--- src/rtl/compliment_code_pkg.sv ---
// compliment_code_pkg
//   Shared constants for the dual-lane sign/complement code converter.
//   MODE_SM2TC / MODE_TC2SM : encodings of the mode input.
//   LATENCY                 : cycles from an accepted transfer to out_valid.
// Optional build macro: COMPLIMENT_CODE_PIPE_EN adds a second output stage.
package compliment_code_pkg;

    localparam logic MODE_SM2TC = 1'b0;
    localparam logic MODE_TC2SM = 1'b1;

`ifdef COMPLIMENT_CODE_PIPE_EN
    localparam int LATENCY = 2;
`else
    localparam int LATENCY = 1;
`endif

endpackage

--- src/rtl/compliment_code_if.sv ---
// compliment_code_if
//   Bundles the converter's transfer signals.
//   in_valid, mode, A, B     : request side (driven by master).
//   Aout, Bout, out_valid,
//   A_ovf, B_ovf             : result side (driven by slave, the converter).
interface compliment_code_if #(
    parameter int bitNumber = 8
);
    logic                 in_valid;
    logic                 mode;
    logic [bitNumber-1:0] A;
    logic [bitNumber-1:0] B;
    logic [bitNumber-1:0] Aout;
    logic [bitNumber-1:0] Bout;
    logic                 out_valid;
    logic                 A_ovf;
    logic                 B_ovf;

    modport master (
        output in_valid, mode, A, B,
        input  Aout, Bout, out_valid, A_ovf, B_ovf
    );

    modport slave (
        input  in_valid, mode, A, B,
        output Aout, Bout, out_valid, A_ovf, B_ovf
    );
endinterface

--- src/rtl/compliment_code_lane.sv ---
// compliment_code_lane
//   Purely combinational converter for one operand lane.
//   x_i    : operand (bitNumber bits, MSB is the sign).
//   mode_i : MODE_SM2TC or MODE_TC2SM.
//   y_o    : converted value.
//   ovf_o  : set when a TC2SM input (most negative) cannot be represented.
module compliment_code_lane
    import compliment_code_pkg::*;
#(
    parameter int bitNumber = 8
) (
    input  logic [bitNumber-1:0] x_i,
    input  logic                 mode_i,
    output logic [bitNumber-1:0] y_o,
    output logic                 ovf_o
);

    localparam int N = bitNumber;
    localparam logic [N-1:0] ONE      = {{(N-1){1'b0}}, 1'b1};
    localparam logic [N-1:0] MOST_NEG = {1'b1, {(N-1){1'b0}}};

    // Negating {0,m} modulo 2^N also folds negative zero onto zero.
    function automatic logic [N-1:0] sm2tc(input logic [N-1:0] x);
        if (!x[N-1]) return x;
        return (~{1'b0, x[N-2:0]}) + ONE;
    endfunction

    // Returns {ovf, y}; the most negative code saturates to all ones.
    function automatic logic [N:0] tc2sm(input logic [N-1:0] x);
        logic [N-1:0] neg;
        neg = (~x) + ONE;
        if (!x[N-1])       return {1'b0, x};
        if (x == MOST_NEG) return {1'b1, {N{1'b1}}};
        return {1'b0, 1'b1, neg[N-2:0]};
    endfunction

    logic [N:0] tc_res;

    always_comb begin
        tc_res = tc2sm(x_i);
        y_o    = sm2tc(x_i);
        ovf_o  = 1'b0;
        if (mode_i == MODE_TC2SM) begin
            y_o   = tc_res[N-1:0];
            ovf_o = tc_res[N];
        end
    end

endmodule

--- src/rtl/compliment_code.sv ---
// compliment_code
//   Dual-lane sign-magnitude <-> two's-complement converter with registered
//   outputs. Both lanes share mode and in_valid.
//   clk1  : clock, rising edge.
//   rst_n : synchronous active-low reset, clears all output state.
//   bus   : compliment_code_if.slave (in_valid, mode, A, B in;
//           Aout, Bout, out_valid, A_ovf, B_ovf out).
// Optional build macro: COMPLIMENT_CODE_PIPE_EN adds a second register stage
// (latency 2 instead of 1, full throughput kept).
module compliment_code
    import compliment_code_pkg::*;
#(
    parameter int bitNumber = 8
) (
    input  logic             clk1,
    input  logic             rst_n,
    compliment_code_if.slave bus
);

    if (bitNumber < 2 || bitNumber > 64) begin : g_bad_width
        $fatal(1, "compliment_code: bitNumber=%0d outside legal range 2..64", bitNumber);
    end

    logic [bitNumber-1:0] a_d, b_d;
    logic                 a_ovf_d, b_ovf_d;

    compliment_code_lane #(.bitNumber(bitNumber)) u_lane_a (
        .x_i   (bus.A),
        .mode_i(bus.mode),
        .y_o   (a_d),
        .ovf_o (a_ovf_d)
    );

    compliment_code_lane #(.bitNumber(bitNumber)) u_lane_b (
        .x_i   (bus.B),
        .mode_i(bus.mode),
        .y_o   (b_d),
        .ovf_o (b_ovf_d)
    );

    // ---- stage p1: conversion registers ----
    logic [bitNumber-1:0] a_p1_q, b_p1_q;
    logic                 a_ovf_p1_q, b_ovf_p1_q, vld_p1_q;

    always_ff @(posedge clk1) begin
        if (!rst_n) begin
            a_p1_q     <= '0;
            b_p1_q     <= '0;
            a_ovf_p1_q <= 1'b0;
            b_ovf_p1_q <= 1'b0;
            vld_p1_q   <= 1'b0;
        end else begin
            vld_p1_q <= bus.in_valid;
            if (bus.in_valid) begin
                a_p1_q     <= a_d;
                b_p1_q     <= b_d;
                a_ovf_p1_q <= a_ovf_d;
                b_ovf_p1_q <= b_ovf_d;
            end
        end
    end

`ifdef COMPLIMENT_CODE_PIPE_EN
    // ---- stage p2: optional output registers ----
    logic [bitNumber-1:0] a_p2_q, b_p2_q;
    logic                 a_ovf_p2_q, b_ovf_p2_q, vld_p2_q;

    always_ff @(posedge clk1) begin
        if (!rst_n) begin
            a_p2_q     <= '0;
            b_p2_q     <= '0;
            a_ovf_p2_q <= 1'b0;
            b_ovf_p2_q <= 1'b0;
            vld_p2_q   <= 1'b0;
        end else begin
            vld_p2_q <= vld_p1_q;
            if (vld_p1_q) begin
                a_p2_q     <= a_p1_q;
                b_p2_q     <= b_p1_q;
                a_ovf_p2_q <= a_ovf_p1_q;
                b_ovf_p2_q <= b_ovf_p1_q;
            end
        end
    end

    assign bus.Aout      = a_p2_q;
    assign bus.Bout      = b_p2_q;
    assign bus.A_ovf     = a_ovf_p2_q;
    assign bus.B_ovf     = b_ovf_p2_q;
    assign bus.out_valid = vld_p2_q;
`else
    assign bus.Aout      = a_p1_q;
    assign bus.Bout      = b_p1_q;
    assign bus.A_ovf     = a_ovf_p1_q;
    assign bus.B_ovf     = b_ovf_p1_q;
    assign bus.out_valid = vld_p1_q;
`endif

endmodule

--- src/flat_wrapper.sv ---
// flat-port wrapper written by rule: the top's interface ports become plain ports
module compliment_code_flat import compliment_code_pkg::*;
#(
    parameter int bitNumber = 8
)
  (clk1, rst_n, bus_in_valid, bus_mode, bus_A, bus_B, bus_Aout, bus_Bout, bus_out_valid, bus_A_ovf, bus_B_ovf);
  compliment_code_if #(.bitNumber(bitNumber)) bus_i ();
  input  logic clk1;
  input  logic rst_n;
  input wire logic [$bits(bus_i.in_valid)-1:0] bus_in_valid;
  input wire logic [$bits(bus_i.mode)-1:0] bus_mode;
  input wire logic [$bits(bus_i.A)-1:0] bus_A;
  input wire logic [$bits(bus_i.B)-1:0] bus_B;
  output wire logic [$bits(bus_i.Aout)-1:0] bus_Aout;
  output wire logic [$bits(bus_i.Bout)-1:0] bus_Bout;
  output wire logic [$bits(bus_i.out_valid)-1:0] bus_out_valid;
  output wire logic [$bits(bus_i.A_ovf)-1:0] bus_A_ovf;
  output wire logic [$bits(bus_i.B_ovf)-1:0] bus_B_ovf;
  assign bus_i.in_valid = bus_in_valid;
  assign bus_i.mode = bus_mode;
  assign bus_i.A = bus_A;
  assign bus_i.B = bus_B;
  assign bus_Aout = bus_i.Aout;
  assign bus_Bout = bus_i.Bout;
  assign bus_out_valid = bus_i.out_valid;
  assign bus_A_ovf = bus_i.A_ovf;
  assign bus_B_ovf = bus_i.B_ovf;
  compliment_code #(.bitNumber(bitNumber)) u_core (.clk1(clk1), .rst_n(rst_n), .bus(bus_i));
endmodule
--- config.mk ---
export PLATFORM = sky130hd
export DESIGN_NAME = compliment_code_flat
export DESIGN_NICKNAME = d
export VERILOG_FILES = /design/src/rtl/compliment_code_pkg.sv /design/src/rtl/compliment_code_if.sv /design/src/rtl/compliment_code_lane.sv /design/src/rtl/compliment_code.sv /design/src/flat_wrapper.sv
export SDC_FILE = /design/constraint.sdc
export NUM_CORES = 1
export LEC_CHECK = 0
export CAP_MARGIN = 15
export CORE_ASPECT_RATIO = 0.9
export CORE_UTILIZATION = 40
export DETAILED_ROUTE_END_ITERATION = 8
export PLACE_DENSITY = 0.8
export SLEW_MARGIN = 15
export SYNTH_ARGS = -nofsm -noshare
export SYNTH_HDL_FRONTEND = slang
export SYNTH_SLANG_ARGS = --single-unit
--- constraint.sdc ---
create_clock -name clk1 -period 4.7 [get_ports clk1]
set_clock_uncertainty 0.05 [all_clocks]
set_input_delay 0.705 -clock clk1 [delete_from_list [all_inputs] [get_ports clk1]]
set_output_delay 0.705 -clock clk1 [all_outputs]
set_load 0.01 [all_outputs]
* After elaboration in Yosys (flattened, before gate mapping)
Index checks and enable logic that the tools add are counted.
** Word-level totals
- Bits in registers :: 19
- Output and inout bits :: 19
- Logic and storage cells :: 33
** Cells by class
- Add/subtract/negate cells :: 4
- Bitwise gates (word level) :: 4
- Mux-type cells :: 18
- Equality and inequality tests :: 2
** Operators by type and width (count)
- $mux 9 :: 8
- $mux 8 :: 4
- $add 8x1->8 const B :: 2
- $eq 8x8->1 const B :: 2
- $not 7->8 :: 2
- $add 7x1->7 const B :: 2
- $not 7->7 :: 2
- $mux 1 :: 6

* Longest topological paths before layout
- Depth after elaboration :: 6
- Mapped depth :: 7
- Gate-level depth less buffers :: 6

* Modules after synthesis
From an unflattened synthesis, not the netlist that was laid out.
** Second synthesis, totals
- Cell total of the unflattened synthesis :: 133
- Area total of the unflattened synthesis :: 1198.6 µm²
** Modules (own cells, without submodules)
- compliment_code :: area each 715.7 µm², cells an instance 59, instances 1, seq. area each 380.4 µm²
- compliment_code_lane :: area each 241.5 µm², cells an instance 37, instances 2, seq. area each 0.0 µm²

* Least setup slack after synthesis
OpenSTA, ideal clock, no wires.
- Kind :: input to register
- Start point :: input port bus_A[3]
- End point :: register u_core.a_p1_q[5] (netlist: u_core.bus.Aout[5])
- Stages on the path :: 5
- Path slack :: 2.663 ns
- Data arrival time :: 1.914 ns
- Data required time :: 4.577 ns
- Buffers on the path :: 1
- Library setup time :: 0.073 ns
- Cells stage by stage :: or3_4 or3_4 buf_6 and4b_1 nor3_2
** On the way
- Longest elaborated chain between the ends :: 6
- Elaborated cells between the ends (all ways) :: 12
** Ends and longest elaborated chain
- start: declaration :: line flat_wrapper.sv:12 : input wire logic [$bits(bus_i.A)-1:0] bus_A;
- parallel branches: the longest is 5 deep, another holds $add 7x1->7
- $mux 8 (*) :: line compliment_code_lane.sv:43 : if (mode_i == MODE_TC2SM) begin
- end signal: assignment :: line compliment_code.sv:47 : a_p1_q <= '0;
- end signal: assignment :: line compliment_code.sv:55 : a_p1_q <= a_d;
- end: declaration :: line compliment_code.sv:42 : logic [bitNumber-1:0] a_p1_q, b_p1_q;
Mark *: on every way between the ends. The select of a mux whose other input is x is not followed.
A chain may end at the register's enable or synchronous reset.

* Final worst setup path
Ends and elaborated chain as after synthesis.

==> key figures <==
Clocking
  • Clock Tree Buf Depth: 2
  • CTS sink cnt: 19
  • Inserted Clock Buffers: 3
  • Post-CTS Resized: 0
  • Root Driver: clkbuf_4
  • Post-CTS setup buffers: 0
  • CTS tree: built
  • Hold buffers post-CTS: 0
  • Worst skew pair latency: 300 ps
  • Clk pin slew, worst setup/hold paths: 110 ps
  • H-tree lvl count: 1

Detailed routing
  • Number of DRC markers in iteration 0: 8
  • Final ANT Viol Nets: 0
  • Via count: 953
  • Routed vias/inst: 5.41
  • DRC: 0
  • Final Routed Wirelength: 2270 um
  • Number of detailed-route iterations in the first pass: 4
  • WL per Instance: 12.9 um

Finish
  • Layout cell share with drive strength beyond 1: 0.0604
  • Antenna diodes: 0
  • Area grow syn2layout: 40.6%
  • Finished Cell Area: 1400 um2
  • Post-Layout Cell Count: 176
  • Nets: 172

Critical path
  • Element type at the critical path end: register
  • CP required: 4890 ps
  • Crit path DAT: 2390 ps
  • Worst R2R Path Depth: 2
  • Kind of critical path: input pin to register
  • Max FO, Critical Path: 7
  • Setup crit start kind: input pin

Synth
  • Commonest cells in the netlist: dfxtp_1 (19), o21ai_0 (14), a31oi_1 (12), nor2_1 (8), nor2b_1 (7)
  • Yosys top cell by area: dfxtp_1
  • Avg Cell Area, Syn: 8.76 um2
  • Post-synth ARST share: 0
  • Top-count cell post-synth: dfxtp_1
  • Sequential-to-total area share from yosys stat: 0.381
  • Most used DFF post-synth: dfxtp_1
  • Synth Cell Area: 998 um2
  • Yosys top cell area share: 0.381
  • Synth area leaders: dfxtp_1 (38%), a31oi_1 (7.5%), o21ai_0 (7.0%), nor2b_1 (4.4%), o31ai_1 (3.8%)
  • Post-Synthesis Cells: 114
  • Netlist cell types: 33
  • Syn Nets: 136
  • Post-synth EDFFs: 0
  • Synthesized flop and latch total: 19
  • Syn. warnings: 0

Power and ir drop
  • Net Sw Frac: 0.275
  • Peak supply drop: 211 uV
  • Internal power: 0.253 mW
  • Clock Power Share: 0.240
  • Leakage power: 0.523 nW
  • Psw: 0.0961 mW
  • Logic gate share of total power: 0.252
  • Sequential Power Share: 0.508
  • Pwr per Cell Area: 249 nW/um2
  • Final Power: 0.349 mW

Timing
  • Final worst path period share: 0.470
  • Unrepaired setup endpoints after global routing: false
  • Total Negative Setup Slacks: 0 ps
  • Setup Viol. Count Final: 0
  • Clock period minus worst slack: 2210 ps
  • Actual slew at the worst max-slew pin: 951 ps
  • Hold violation count in the final report: 0
  • Maximum clock rate: 0.453 GHz
  • Final slew viol count: 0
  • Slew margin rel.: 0.364

Global routing
  • GR Util All Layers: 0.189
  • GRT met3 Usage: 0.0561
  • Vias in the first global route: 838
  • Grt total ovfl: 0
  • Initial antenna violation count: 0
  • Grt met1 use: 0.238
  • Met2 global-route usage: 0.309
  • Busiest grt layer: met2
  • First-pass GRT wire length: 3750 um
  • Largest net degree at the start of global routing: 35

Die
  • Vert. Die Dim: 49.4 um
  • Row Count: 16
  • Die ar.: 2700 um2
  • Core ar.: 2260 um2
  • Io pins: 39
  • Initial Utilization: 0.441
  • Die Span X: 54.7 um

Placement
  • Placed instance area: 1380 um2
  • Final RePlAce weighted congestion: 0.820
  • Number of buffers added on ports: 38
  • Placed Instances: 172
  • Dpl hpwl: 1780 um

Worst hold path
  • HP Class: register to register
  • Hold path depth: 1

Run
  • Max Cap Viol: 0

Run status
  • Status: finished clean
metrics by stage:
stage               utilization  hold slack (ps)  setup slack (ps)
global route              0.621              460              2390
CTS                       0.621              446              2500
finish                    0.621              440              2490
detailed placement        0.608              409              2190
global placement          0.608              403              2210
floorplan                     -              461              2660
final cells by class:
class	instances	area, um2
inverter	5	18.8
timing repair buffer	38	380
multi-input combinational	83	563
fill	211	858
tap	27	33.8
clock buffer	3	22.5
clock inverter	1	5.00
sequential	19	380
state kept, by name (all words and copies together) (netlist names):
name and flops:
u_core.bus.Aout 8, u_core.bus.Bout 8, u_core.bus.A_ovf 1, u_core.bus.B_ovf 1, u_core.bus.out_valid 1
logic make-up (layout without fill, tap and decap cells):
group,after synthesis,after routing,synth area share
AOI/OAI and AO/OA,43,43,0.274
xor gates and xnor gates,6,6,0.0526
adders and majority gates,2,2,0.0251
buffers and inverters,12,47,0.0551
DFF,19,19,0.381
muxes,3,3,0.0313
and+or+nand+nor,29,29,0.180
power groups by stage:
| stage | clock [mW] | combinational [mW] | sequential, mW |
|---|---|---|---|
| 6_report | 0.0837 | 0.0880 | 0.177 |
| 5_1_grt | 0.0949 | 0.0971 | 0.179 |
| 3_5_place_dp | 0 | 0.0882 | 0.181 |
| 4_1_cts | 0.0873 | 0.0886 | 0.177 |
| 2_1_floorplan | 0 | 0.0349 | 0.186 |
| 3_3_place_gp | 0 | 0.0862 | 0.181 |
routing by layer:
| metal | up-vias | share of wire | wire (um) |
|---|---|---|---|
| li1 | 488 | - | - |
| met4 | 0 | 0.0070 | 16 |
| met5 | - | 0 | 0 |
| met2 | 29 | 0.48 | 1090 |
| met3 | 2 | 0.056 | 128 |
| met1 | 434 | 0.46 | 1040 |
placed cells by master (no fill, tap or decap), types with 2 or more instances in the layout:
cell / count
nand2_1: 3
o21ai_0: 14
clkbuf_4: 3
or3_4: 2
ha_1: 2
a21oi_1: 2
inv_1: 5
nor2b_1: 7
o31ai_1: 5
dfxtp_1: 19
nor2_1: 8
nand2b_1: 2
mux2i_1: 2
a21boi_0: 2
clkdlybuf4s50_1: 38
xnor2_1: 4
o21a_1: 3
xor2_1: 2
a31oi_1: 12
worst paths after layout:
check                startpoint                 end  slack (ps)
min reg2reg  u_core.bus.Aout[6]  u_core.bus.Aout[6]         440
max                    bus_A[3]  u_core.bus.Aout[5]        2490
min          u_core.bus.Aout[6]  u_core.bus.Aout[6]         440
max reg2reg    u_core.bus.A_ovf    u_core.bus.A_ovf        3900
worst max-delay path: stages:
cell,delay [ps]
clkdlybuf4s50_1,450
or3_4,430
or3_4,440
and4b_1,210
nor3_2,160
(Power assumes the default switching activity.)
